File: src/rtl/ewb_drain.sv
// ewb_drain: pops dirty lines from the L2 eviction write buffer and writes each one to memory as a burst.
// Optional EWB_DRAIN_STATS_EN adds saturating drained-line and forced-drain counters.
//   state | meaning
//   IDLE  | waiting for an EWB entry and a free memory port
//   BURST | writing the held line one beat per accepted response
//   DONE  | single idle cycle after the last beat
module ewb_drain #(
  parameter int LINE_W = 256,
  parameter int BEAT_W = 64,
  parameter int BEATS  = 4,
  parameter int ADDR_W = 32,
  parameter int OFS_W  = 5
) (
  input  logic                    clk,
  input  logic                    rst,
  input  logic                    ewb_empty_i,
  input  logic                    ewb_full_i,
  input  logic [LINE_W-1:0]       ewb_data_i,
  input  logic [ADDR_W-1:0]       ewb_addr_i,
  output logic                    ewb_yumi_o,
  input  logic                    rd_req_i,
  output logic                    wr_busy_o,
  input  logic                    tag_check_i,
  input  logic [ADDR_W-OFS_W-1:0] tag_i,
  output logic                    hit_o,
  output logic [LINE_W-1:0]       hit_data_o,
  output logic                    pmem_write_o,
  output logic [ADDR_W-1:0]       pmem_address_o,
  output logic [BEAT_W-1:0]       pmem_wdata_o,
  input  logic                    pmem_resp_i
`ifdef EWB_DRAIN_STATS_EN
  ,
  output logic [31:0]             lines_drained_o,
  output logic [15:0]             forced_drains_o
`endif
);

  localparam int BEAT_IW = $clog2(BEATS);
  localparam logic [ADDR_W-1:0] OFS_MASK = ADDR_W'((1 << OFS_W) - 1);

  typedef enum logic [1:0] {IDLE, BURST, DONE} state_t;

  state_t              state, state_next;
  logic [BEAT_IW-1:0]  beat;
  logic [LINE_W-1:0]   line;
  logic [ADDR_W-1:0]   addr;
  logic [BEAT_W-1:0]   beat_data;
  logic                start;
  logic                last_beat;

  // A pop while reset is held would be lost, so reset masks the handshake.
  assign start     = (state == IDLE) && !rst && !ewb_empty_i && (!rd_req_i || ewb_full_i);
  assign last_beat = (beat == BEAT_IW'(BEATS - 1));

  always_ff @(posedge clk) begin
    if (rst) begin
      state <= IDLE;
      beat  <= '0;
      line  <= '0;
      addr  <= '0;
    end else begin
      state <= state_next;
      if (start) begin
        line <= ewb_data_i;
        addr <= ewb_addr_i & ~OFS_MASK;
        beat <= '0;
      end else if (state == BURST && pmem_resp_i) begin
        beat <= beat + BEAT_IW'(1);
      end
    end
  end

  always_comb begin
    state_next = state;
    case (state)
      IDLE:    if (start) state_next = BURST;
      BURST:   if (pmem_resp_i && last_beat) state_next = DONE;
      DONE:    state_next = IDLE;
      default: state_next = IDLE;
    endcase
  end

  always_comb begin
    beat_data = '0;
    for (int i = 0; i < BEATS; i++)
      if (beat == BEAT_IW'(i)) beat_data = line[i*BEAT_W +: BEAT_W];
  end

  assign ewb_yumi_o     = start;
  assign wr_busy_o      = (state != IDLE);
  assign pmem_write_o   = (state == BURST);
  assign pmem_address_o = (state == BURST) ? addr : '0;
  assign pmem_wdata_o   = (state == BURST) ? beat_data : '0;

  // The EWB covers the pop cycle; from the next cycle the held line answers probes.
  assign hit_o      = tag_check_i && (state != IDLE) && (addr[ADDR_W-1:OFS_W] == tag_i);
  assign hit_data_o = hit_o ? line : '0;

`ifdef EWB_DRAIN_STATS_EN
  always_ff @(posedge clk) begin
    if (rst) begin
      lines_drained_o <= '0;
      forced_drains_o <= '0;
    end else begin
      if (state == DONE && lines_drained_o != '1)
        lines_drained_o <= lines_drained_o + 32'd1;
      if (start && rd_req_i && ewb_full_i && forced_drains_o != '1)
        forced_drains_o <= forced_drains_o + 16'd1;
    end
  end
`endif

endmodule
File: config.mk
export PLATFORM = sky130hd
export DESIGN_NAME = ewb_drain
export DESIGN_NICKNAME = d
export VERILOG_FILES = /design/src/rtl/ewb_drain.sv
export SDC_FILE = /design/constraint.sdc
export NUM_CORES = 1
export LEC_CHECK = 0
export BUFFER_PORTS_ARGS = -buffer_cell sky130_fd_sc_hd__buf_2
export CORE_AREA = 2 2 262 264
export CTS_BUF_LIST = sky130_fd_sc_hd__clkbuf_2 sky130_fd_sc_hd__clkbuf_4 sky130_fd_sc_hd__clkbuf_8
export CTS_CLUSTER_DIAMETER = 50
export DETAILED_ROUTE_END_ITERATION = 16
export DIE_AREA = 0 0 264 266
export PLACE_DENSITY = 0.44
export RECOVER_POWER = 25
export SLEW_MARGIN = 20
export SYNTH_ARGS = -nofsm -noshare
export SYNTH_HDL_FRONTEND = slang
export SYNTH_SLANG_ARGS = --single-unit
File: constraint.sdc
create_clock -name clk -period 1.7 [get_ports clk]
set_input_delay 0.085 -clock clk [delete_from_list [all_inputs] [get_ports clk]]
set_output_delay 0.085 -clock clk [all_outputs]
set_load 0.005 [all_outputs]
==> results.md <==
- Run status: finished, violations left
- Failing checks: setup timing
- R2R Setup Slk: -150 ps
- H-tree depth: 2
- Warnings from Yosys: 0
- CTS root buffer: clkbuf_8
- Internal Power: 13.4 mW
- Die area: 0.0702 mm2
- Worst Setup Start Kind: register
- Initial antenna violation count: 4
- Hold_sp: rst
- R2R depth: 8
- Core Rows: 96
- Critical Path Max Stage Delay: 350 ps
- Max-cap violation count: 0
- Sequential power share: 39.4%
- Post-Syn Instances: 2080
- Share of layout cells above drive strength 1: 39.2%
- Slowest stage cell, crit path: dfxtp_4
- P_leak: 11.5 nW
- Via-to-Cell Ratio: 4.65
- TritonCTS buffer count: 58
- Post-DP Area: 0.0212 mm2
- Post-synth cell types: 25
- 1st-iter DRT viols: 1030
- Largest net degree at the start of global routing: 118
- Relative slew margins: 54.0%
- RSZ-0062 raised after global routing: yes
- I/O Buffers: 667
- Worst hold path type: in2reg
- Min-Delay Path Depth: 7
- Worst path arrival time: 2550 ps
- CTS tree: done
- Max Clock Skew: 13.4 ps
- VDD IR max: 0.538 mV
- Kind of critical path: reg2out
- Global route total overflow: 0
- Chip Height: 266 um
- FMAX: 379 MHz
- Net Sw Power: 5.48 mW
- Final hold slack: 114 ps
- PD cells: 723 mW/mm2
- CTS max path bufs: 3
- Global-route wire length before repair: 112000 um
- CP delay by family, top: simple AND/OR/NAND/NOR gates
- RR Startpoint: state[1]
- Area grow syn2layout: 66.3%
- Final setup margin: -938 ps
- Setup_tns: -288050 ps
- DP Wirelength: 53700 um
- Final Hold Vio Count: 0
- Top post-synthesis cells by area: dfxtp_1 36%, nor3_2 13%, o31ai_1 12%
- # nets final: 3410
- Gr usage total: 20.3%
- Placer Congestion: 0.915
- Routed Wire Length: 76800 um
- Post-synth top area share: 36.5%
- Tmin final: 2640 ps
- DR DRC count: 0
- Ys flop type: dfxtp_1
- Fill cell count: 7100
- Yosys top cell by area: dfxtp_1
- Max-slew violation count: 0
- Pre-antenna DRT Iters: 5
- Comb power frac: 19.6%
- Worst Max-Slew Pin Slew: 691 ps
- Sw Share: 29.0%
- FFs w/ async S/R, synth: 0%
- Initial core utilization: 23.2%
- Final setup vio count: 594
- Clk pwr share: 41.0%
- Die width: 264 um
- Top Ports: 678
- Worst Hold Path EP: line[92]
- Worst-path clk slew: 60 ps
- Instance count on the critical path: 8
- Post-route design area: 0.0262 mm2
- Worst Path Required: 1620 ps
- Final Cycle Share: 155%
- Buf/Inv on CP: 4
- Routed vias: 18700
- Seq cells post-synth: 287
- Vias in the first global route: 19000
- Crit. End Element: output pin
- Register area share after synthesis: 36.5%
- Post-synth EDFFs: 0
- Core ar.: 0.0677 mm2
- Crit path cell chain: xor2_2 > nor4_2 > buf_4 > nand3_4 > buf_12 > clkbuf_16 > nor3_2 > buf_2
- Most frequent cells in the layout: 664 x buf_2, 378 x nand2_1, 286 x dlygate4sd3_1, 284 x dfxtp_1, 260 x inv_1
- Post-route ant nets: 0
- Crit-path max FO: 6
- Clock sink count: 287
- Clk_lat worst skew: 620 ps
- Mapped Area: 0.0157 mm2
- Worst reg2reg endpoint: line[64]
- Post-Syn Area per Cell: 7.57 um2
- DR WL/cell: 19.1 um
- Leading cell type in the layout, fill and taps excluded: buf_2
==> worst max path at each step <==
stage          startpoint  slack [ps]              end
2_1_floorplan     beat[0]          50  pmem_wdata_o[0]
3_3_place_gp     addr[29]        -490    hit_data_o[2]
3_5_place_dp     addr[29]        -420    hit_data_o[2]
4_1_cts          addr[11]       -1000  hit_data_o[117]
5_1_grt          addr[27]       -1050  hit_data_o[201]
6_report          addr[8]        -940  hit_data_o[105]
==> cells in the mapped netlist, types with 27 or more instances <==
library cell and n:
and2_1 27, nor3_2 210, o21ai_0 66, o31ai_1 256, xor2_1 27, a21oi_1 256
buf_2 108, nand3b_1 27, nor3_1 49, nand2_1 378, clkbuf_1 91, inv_1 261
dfxtp_1 287
==> sequential cells by signal, indices dropped and copies added (netlist names) <==
signal,count
addr,27
beat,2
line,256
state,2
==> tightest hold or removal path, stage by stage <==
cell and delay, ps:
buf_8 70, nor4_1 40, o21ai_2 120, inv_8 50, buf_12 160, nand2_1 80, o31ai_1 50
==> power by group through the flow <==
stage,sequential [mW],combinational [mW],clock [mW]
2_1_floorplan,7.54,1.62,0
3_3_place_gp,7.59,3.08,0
3_5_place_dp,7.60,3.08,0
4_1_cts,7.46,3.66,8.05
5_1_grt,7.51,4.02,8.36
6_report,7.46,3.70,7.77
==> repair_timing <==
item / in CTS / in global routing
endpoints found under the setup margin: 564 / 631
pin swaps: 2 / 7
hold buffers: 286 / 0
cloned: 3 / 8
resized for setup: 42 / 75
setup buffers: 1 / 4
endpoints found under the hold margin: 287 / 0
==> stage by stage <==
step | utilization (%) | worst slack, ps | std cells | total power [mW]
4_1_cts | 37.8 | -1000 | 3999 | 19.2
2_1_floorplan | - | 52.5 | 2084 | 9.16
5_1_grt | 38.7 | -1050 | 4012 | 19.9
6_report | 38.7 | -938 | 4012 | 18.9
3_5_place_dp | 31.2 | -421 | 3604 | 10.7
3_3_place_gp | 31.2 | -485 | 3604 | 10.7
==> cell type report <==
| class | instances | area, um2 | area share, % |
|---|---|---|---|
| Antenna cell | 1 | 2.50 | 0.00955 |
| Clock buffer | 93 | 1150 | 4.39 |
| Clock inverter | 12 | 115 | 0.439 |
| Inverter | 261 | 987 | 3.77 |
| Multi-Input combinational cell | 1321 | 8590 | 32.8 |
| Sequential cell | 287 | 5750 | 22.0 |
| Tap cell | 882 | 1100 | 4.21 |
| Timing Repair Buffer | 1155 | 8490 | 32.4 |
==> layer usage <==
layer  vias to the layer above  track usage (%)  part of all wire, %
met5                         -                0                0.013
met4                         2             6.80                  3.3
met3                       140             3.93                  6.4
met2                       727             36.0                   49
met1                      8780             24.4                   41
li1                       9014                -                    -
==> cells by family after synthesis <==
kind of cell,synth area share [%]
compound gates,22.4
xor+xnor,1.56
fa+ha+maj,0.318
buf+inv,12.3
flops,36.5
mux,0.0636
other cells,0.0238
simple gates,26.8
Power figures use the tool's default switching activity.
